$ cat config.mk
export PLATFORM = sky130hd
export DESIGN_NAME = fetch_stage_flat
export DESIGN_NICKNAME = d
export VERILOG_FILES = /design/src/rtl/fetch_stage_pkg.sv /design/src/rtl/fetch_stage_if.sv /design/src/rtl/fetch_skid_buf.sv /design/src/rtl/fetch_stage.sv /design/src/flat_wrapper.sv
export SDC_FILE = /design/constraint.sdc
export NUM_CORES = 1
export LEC_CHECK = 0
export BUFFER_PORTS_ARGS = -buffer_cell sky130_fd_sc_hd__buf_4
export CORE_UTILIZATION = 57
export DETAILED_ROUTE_END_ITERATION = 16
export MAX_ROUTING_LAYER = met4
export PLACE_DENSITY = 0.85
export SLEW_MARGIN = 20
export SYNTH_ARGS = -nofsm -noshare
export SYNTH_HDL_FRONTEND = slang
export SYNTH_SLANG_ARGS = --single-unit
$ cat constraint.sdc
create_clock -name clk -period 2.7 [get_ports clk]
set_input_delay 0.54 -clock clk [delete_from_list [all_inputs] [get_ports clk]]
set_output_delay 0.54 -clock clk [all_outputs]
set_load 0.02 [all_outputs]
$ cat src/rtl/fetch_stage_pkg.sv
// Shared types and constants for the instruction-fetch stage.
package fetch_stage_pkg;

  // Address width that the fetch payload struct is built on.
  localparam int unsigned FETCH_XLEN = 64;

  // Width of one instruction in bytes. Sequential fetch advances the PC by this amount.
  localparam int unsigned INSTR_BYTES = 4;

  // Payload handed to the IF/ID pipeline register.
  typedef struct packed {
    logic [31:0]           raw_instr;
    logic [FETCH_XLEN-1:0] pc;
    logic                  is_bubble;
  } fetch_data_t;

  localparam fetch_data_t FETCH_BUBBLE = '{raw_instr: 32'h0, pc: '0, is_bubble: 1'b1};

  typedef enum logic [2:0] {
    F_BOOT,
    F_REQ,
    F_HOLD,
    F_DISCARD,
    F_FAULT
  } fetch_state_t;

endpackage

$ cat src/rtl/fetch_stage_if.sv
// Instruction bus between the fetch stage (master) and the instruction memory (slave).
interface fetch_stage_if #(
  parameter int unsigned XLEN = 64
) ();

  logic            ireq_valid;
  logic [XLEN-1:0] ireq_addr;
  logic            iresp_data_ok;
  logic [31:0]     iresp_data;

  modport master (
    output ireq_valid,
    output ireq_addr,
    input  iresp_data_ok,
    input  iresp_data
  );

  modport slave (
    input  ireq_valid,
    input  ireq_addr,
    output iresp_data_ok,
    output iresp_data
  );

endinterface

$ cat src/rtl/fetch_skid_buf.sv
// One-entry holding register for an instruction that arrived while the pipeline was stalled.
module fetch_skid_buf #(
  parameter int unsigned XLEN = 64
) (
  input  logic            clk,
  input  logic            reset,
  input  logic            load,
  input  logic            clear,
  input  logic [31:0]     load_instr,
  input  logic [XLEN-1:0] load_pc,
  output logic [31:0]     instr,
  output logic [XLEN-1:0] pc,
  output logic            valid
);

  logic [31:0]     instr_q;
  logic [XLEN-1:0] pc_q;
  logic            valid_q;

  // Entry register; clear wins over load so a redirect always empties the buffer.
  always_ff @(posedge clk) begin
    if (!reset) begin
      instr_q <= '0;
      pc_q    <= '0;
      valid_q <= 1'b0;
    end else if (clear) begin
      valid_q <= 1'b0;
    end else if (load) begin
      instr_q <= load_instr;
      pc_q    <= load_pc;
      valid_q <= 1'b1;
    end
  end

  assign instr = instr_q;
  assign pc    = pc_q;
  assign valid = valid_q;

endmodule

$ cat src/rtl/fetch_stage.sv
// Instruction-fetch stage: PC generation, instruction bus handshake, stall buffering and
// redirect handling. Optional misaligned-PC trap is enabled by defining FETCH_MISALIGN_EN.
module fetch_stage
  import fetch_stage_pkg::*;
#(
  parameter int unsigned     XLEN     = FETCH_XLEN,
  parameter logic [XLEN-1:0] RESET_PC = 64'h0000_0000_8000_0000
) (
  input  logic              clk,
  input  logic              reset,
  input  logic              stall,
  input  logic              redirect_valid,
  input  logic [XLEN-1:0]   redirect_pc,
  fetch_stage_if.master     ibus,
  output logic              Iwait,
  output fetch_data_t       dataF
`ifdef FETCH_MISALIGN_EN
  ,
  output logic              fetch_misalign
`endif
);

  fetch_state_t    state_q, state_d;
  logic [XLEN-1:0] pc_q, pc_d;
  logic [XLEN-1:0] target_q, target_d;
  logic            req_valid;
  logic            buf_load, buf_clear;
  logic [31:0]     buf_instr;
  logic [XLEN-1:0] buf_pc;
  logic            buf_valid;
`ifdef FETCH_MISALIGN_EN
  logic            fault_done_q, fault_done_d;
`endif

  fetch_skid_buf #(
    .XLEN (XLEN)
  ) u_skid_buf (
    .clk        (clk),
    .reset      (reset),
    .load       (buf_load),
    .clear      (buf_clear),
    .load_instr (ibus.iresp_data),
    .load_pc    (pc_q),
    .instr      (buf_instr),
    .pc         (buf_pc),
    .valid      (buf_valid)
  );

  // State, PC and pending redirect target registers.
  always_ff @(posedge clk) begin
    if (!reset) begin
      state_q  <= F_BOOT;
      pc_q     <= RESET_PC;
      target_q <= '0;
`ifdef FETCH_MISALIGN_EN
      fault_done_q <= 1'b0;
`endif
    end else begin
      state_q  <= state_d;
      pc_q     <= pc_d;
      target_q <= target_d;
`ifdef FETCH_MISALIGN_EN
      fault_done_q <= fault_done_d;
`endif
    end
  end

  // Next-state, bus request and fetch output decode; redirect outranks stall and delivery.
  always_comb begin
    state_d   = state_q;
    pc_d      = pc_q;
    target_d  = target_q;
    req_valid = 1'b0;
    Iwait     = 1'b0;
    buf_load  = 1'b0;
    buf_clear = 1'b0;
    dataF     = FETCH_BUBBLE;
`ifdef FETCH_MISALIGN_EN
    fault_done_d   = fault_done_q;
    fetch_misalign = 1'b0;
`endif
    unique case (state_q)
      F_BOOT: begin
        // A stale response from before reset is ignored here.
        state_d = F_REQ;
        if (redirect_valid) pc_d = redirect_pc;
      end
      F_REQ: begin
`ifdef FETCH_MISALIGN_EN
        if (pc_q[1:0] != 2'b00) begin
          // Never put a misaligned address on the bus.
          if (redirect_valid) begin
            pc_d = redirect_pc;
          end else begin
            state_d      = F_FAULT;
            fault_done_d = 1'b0;
          end
        end else begin
`else
        begin
`endif
          req_valid = 1'b1;
          Iwait     = !ibus.iresp_data_ok;
          if (redirect_valid) begin
            if (ibus.iresp_data_ok) begin
              pc_d = redirect_pc;
            end else begin
              // Request already issued; it must complete before the new target is fetched.
              target_d = redirect_pc;
              state_d  = F_DISCARD;
            end
          end else if (ibus.iresp_data_ok) begin
            if (stall) begin
              buf_load = 1'b1;
              state_d  = F_HOLD;
            end else begin
              dataF = '{raw_instr: ibus.iresp_data, pc: pc_q, is_bubble: 1'b0};
              pc_d  = pc_q + XLEN'(INSTR_BYTES);
            end
          end
        end
      end
      F_HOLD: begin
        if (redirect_valid) begin
          buf_clear = 1'b1;
          pc_d      = redirect_pc;
          state_d   = F_REQ;
        end else if (!stall && buf_valid) begin
          dataF     = '{raw_instr: buf_instr, pc: buf_pc, is_bubble: 1'b0};
          pc_d      = buf_pc + XLEN'(INSTR_BYTES);
          buf_clear = 1'b1;
          state_d   = F_REQ;
        end
      end
      F_DISCARD: begin
        // Keep presenting the killed address until its response drains.
        req_valid = 1'b1;
        Iwait     = 1'b1;
        if (redirect_valid) target_d = redirect_pc;
        if (ibus.iresp_data_ok) begin
          pc_d    = redirect_valid ? redirect_pc : target_q;
          state_d = F_REQ;
        end
      end
`ifdef FETCH_MISALIGN_EN
      F_FAULT: begin
        if (redirect_valid) begin
          pc_d    = redirect_pc;
          state_d = F_REQ;
        end else if (!fault_done_q && !stall) begin
          dataF          = '{raw_instr: 32'h0, pc: pc_q, is_bubble: 1'b0};
          fetch_misalign = 1'b1;
          fault_done_d   = 1'b1;
        end
      end
`endif
      default: begin
        state_d = F_BOOT;
      end
    endcase
  end

  assign ibus.ireq_valid = req_valid;
  assign ibus.ireq_addr  = pc_q;

endmodule

$ cat src/flat_wrapper.sv
// flat-port wrapper written by rule: the top's interface ports become plain ports
module fetch_stage_flat import fetch_stage_pkg::*;
#(
  parameter int unsigned     XLEN     = FETCH_XLEN,
  parameter logic [XLEN-1:0] RESET_PC = 64'h0000_0000_8000_0000
)
  (clk, reset, stall, redirect_valid, redirect_pc, Iwait, dataF, ibus_ireq_valid, ibus_ireq_addr, ibus_iresp_data_ok, ibus_iresp_data);
  fetch_stage_if #(.XLEN(XLEN)) ibus_i ();
  input  logic clk;
  input  logic reset;
  input  logic stall;
  input  logic redirect_valid;
  input  logic [XLEN-1:0] redirect_pc;
  output logic Iwait;
  output fetch_data_t dataF;
  output wire logic [$bits(ibus_i.ireq_valid)-1:0] ibus_ireq_valid;
  output wire logic [$bits(ibus_i.ireq_addr)-1:0] ibus_ireq_addr;
  input wire logic [$bits(ibus_i.iresp_data_ok)-1:0] ibus_iresp_data_ok;
  input wire logic [$bits(ibus_i.iresp_data)-1:0] ibus_iresp_data;
  assign ibus_ireq_valid = ibus_i.ireq_valid;
  assign ibus_ireq_addr = ibus_i.ireq_addr;
  assign ibus_i.iresp_data_ok = ibus_iresp_data_ok;
  assign ibus_i.iresp_data = ibus_iresp_data;
  fetch_stage #(.XLEN(XLEN), .RESET_PC(RESET_PC)) u_core (.clk(clk), .reset(reset), .stall(stall), .redirect_valid(redirect_valid), .redirect_pc(redirect_pc), .ibus(ibus_i), .Iwait(Iwait), .dataF(dataF));
endmodule
==> flow_summary.toml <==
[clock_network]
cts_sinks = 227
cts_buffer_depth = 3
cts_tree = "built"
cts.htree.levels = 1
hold_buffers = 0
cts_inserted_buffers = 26
clock-root-buffer = "clkbuf_16"
insertion_delay_ns = 0.54
path_clk_slew_ns = 0.06

[logic_synthesis]
syn_inst = 2019
synth_top_cell_area_share_pct = 31.7
netlist_top_cells_area = "dfxtp_1, nand2_1, a21oi_1"
synthTopCellsByCount = "nand2_1, dfxtp_1, a21oi_1"
ys_seq_area_share_pct = 31.7
yosysWarningCount = 0
synth_area_um2 = 14300
synth_edf_count = 0
synthFlopType = "dfxtp_1"
synth_most_common_cell = "nand2_1"
synth_fp_nets = 2127
async_flop_share_pct = 0
yosysTopAreaCell = "dfxtp_1"
ys_types = 78
ys_ff_latch = 227
avgSynthCellArea_um2 = 7.10

[route]
drt_pass1_iterations = 10
wl_um = 59800
ant_nets = 0
drt_iter0_drc = 2568
vias = 17698
post-route-drc-count = 0
wire_per_inst_um = 22.5
viasPerCell = 6.67

[timing]
fin_crit_sh_pct = 101
fmax_ghz = 0.368
finalHoldViolCount = 0
finalClockSkew_ns = 0.0102
rsz0062_at_grt = "yes"
finalMaxSlewViolations = 0
setup_ws_ns = -0.0155
period_needed_ns = 2.72
worst_pin_slew_ns = 0.645
setup_viol = 2
maxSlewHeadroom_pct = 57.0

[job]
cap_violations = 0

[floorplan]
rows = 57
design.die.area_um2 = 25800
start_util_pct = 58.5
die_y_um = 161
coreArea_um2 = 24500
ios = 264
die_w_um = 161

[place]
dp_cells = 2595
io_buffer_count = 263
place.gp.congestion = 1.03
dp.final_hpwl_um = 39700

[global_routing]
grt_pass1_wl_um = 88200
grt_max_degree = 131
track_usage_pct = 44.2
grt_pass1_vias = 16032
gr-total-overflow = 0
antenna_found_initial = 1

[critical_path]
start_kind = "flip-flop"
setup.worst_path.end_class = "output port"
arrival_ns = 2.18
required_ns = 2.16
crit_fanout = 8
critical_path_class = "reg2out"

[pwr]
intPower_w = 0.00690
totalPowerFinal_w = 0.0106
p_seq_share_pct = 36.9
p_sw_w = 0.00374
combPwrFrac_pct = 30.7
pwr_density_cell_nw_per_um2 = 561
ir_worst_vdd_mv = 0.480
switching_share_pct = 35.2
power_frac_clock_pct = 32.4
p_leak_nw = 7.09

[run_status]
status = "finished with violations"
violations = "negative setup slack"

[layout]
utilization_pct = 77.3
synthToLayoutAreaGrowth_pct = 32.2
drive_gt1_share_pct = 25.4
finalNetCount = 2423
fin_cells = 2654

[worst_hold_path]
hold_class = "in2reg"
[cells by family after synthesis]
family          synth area share [%]
compound gates                  27.1
flops                           31.7
simple gates                    29.2
buf+inv                         5.85
xor+xnor                        5.50
mux                           0.0698
fa+ha+maj                      0.611
[state kept, by name, summed over array words and instances (netlist names)]
register / flops
u_core.target_q: 64
u_core.u_skid_buf.pc: 64
u_core.ibus.ireq_addr: 64
u_core.state_q: 2
u_core.u_skid_buf.instr: 32
u_core.u_skid_buf.valid: 1
[metal layers]
metal / track usage [%] / up-vias / part of all wire [%]
met5: - / - / 0
met4: 22.6 / 0 / 5.5
met3: 7.85 / 274 / 12
met2: 67.6 / 1410 / 45
met1: 55.8 / 8252 / 38
li1: - / 7762 / -
[placed cells by master (no fill, tap or decap), types with 7 or more instances in the layout]
master     Yosys  final
buf_6          1     10
o22ai_1        8      8
nand4_1       38     38
nor2b_1      102     62
and4_1        13     13
buf_12         0     22
clkbuf_16      0     34
nand2b_1      13     13
xor2_1        33     33
a31oi_1       14     14
nor4_1        20     19
a22oi_1       99     86
o21ai_0      135    135
and3_1        22     21
a22oi_2        0     13
a211oi_1       7      7
a41oi_1        7      7
o21ai_1       12     11
o221ai_1       7      7
inv_1         27     24
a221oi_1      14     14
o31ai_1        8      8
nand3_1       59     58
nor3_1        32     32
a21o_1        19     19
clkbuf_1     147      7
xnor2_1       57     57
o2111ai_1      8      8
nor2b_2        0     40
nor2_1        92     86
nand2_1      412    412
clkbuf_8       0      7
a21oi_1      219    219
buf_4          1    412
dfxtp_1      227    225
o211ai_1      12     12
[worst max-delay path, stage by stage (launching register included)]
cell,delay (ns)
dfxtp_4,0.38
inv_4,0.08
ha_4,0.16
inv_4,0.04
nor2_4,0.18
buf_12,0.20
clkbuf_16,0.20
a22oi_1,0.10
nor2b_2,0.15
buf_6,0.14
[worst paths after layout]
path / from / to / depth (start not counted) / slack [ns]
worst max-delay path: u_core.state_q[0] / dataF[37] / 9 / -0.02
worst min-delay path: ibus_iresp_data[0] / u_core.u_skid_buf.instr[0] / 3 / 0.25
worst max register to register: u_core.u_skid_buf.pc[2] / u_core.ibus.ireq_addr[50] / 10 / 0.05
worst min register to register: u_core.target_q[11] / u_core.target_q[11] / 2 / 0.45
[power groups by stage]
| stage | clock network, W | logic, W | registers, W |
|---|---|---|---|
| 5_1_grt | 0.00356 | 0.00342 | 0.00395 |
| 2_1_floorplan | 0 | 0.00153 | 0.00412 |
| 3_3_place_gp | 0 | 0.00305 | 0.00395 |
| 4_1_cts | 0.00342 | 0.00313 | 0.00390 |
| 3_5_place_dp | 0 | 0.00310 | 0.00396 |
| 6_report | 0.00345 | 0.00326 | 0.00393 |
[stage by stage]
step / hold WS [ns] / instance area, µm² / setup TNS, ns / worst slack, ns
after floorplan: 0.433 / 14400 / 0 / 0.0693
after global placement: 0.439 / 17700 / 0 / 0.150
after detailed placement: 0.443 / 17700 / 0 / 0.114
after CTS: 0.250 / 18600 / 0 / 0.00476
after global routing: 0.263 / 19000 / -0.596 / -0.0601
final: 0.253 / 19000 / -0.0240 / -0.0155
[layout make-up]
class | count | area [µm²]
Antenna cell | 1 | 2.50
Clock inverter | 1 | 7.51
Tap cell | 324 | 405
Timing Repair Buffer | 452 | 3850
Sequential cell | 227 | 4550
Clock buffer | 41 | 798
Inverter | 28 | 115
Multi-Input combinational cell | 1580 | 9230
Fill cell | 1862 | 5580
[timing repair]
action / 4_1_cts / 5_1_grt
setup endpoints to repair: 98 / 100
setup buffers: 2 / 6
pin swaps: 2 / 6
gates resized for setup: 12 / 33
gates cloned: 1 / 8
Note: power is estimated with default switching activity, not from simulation.
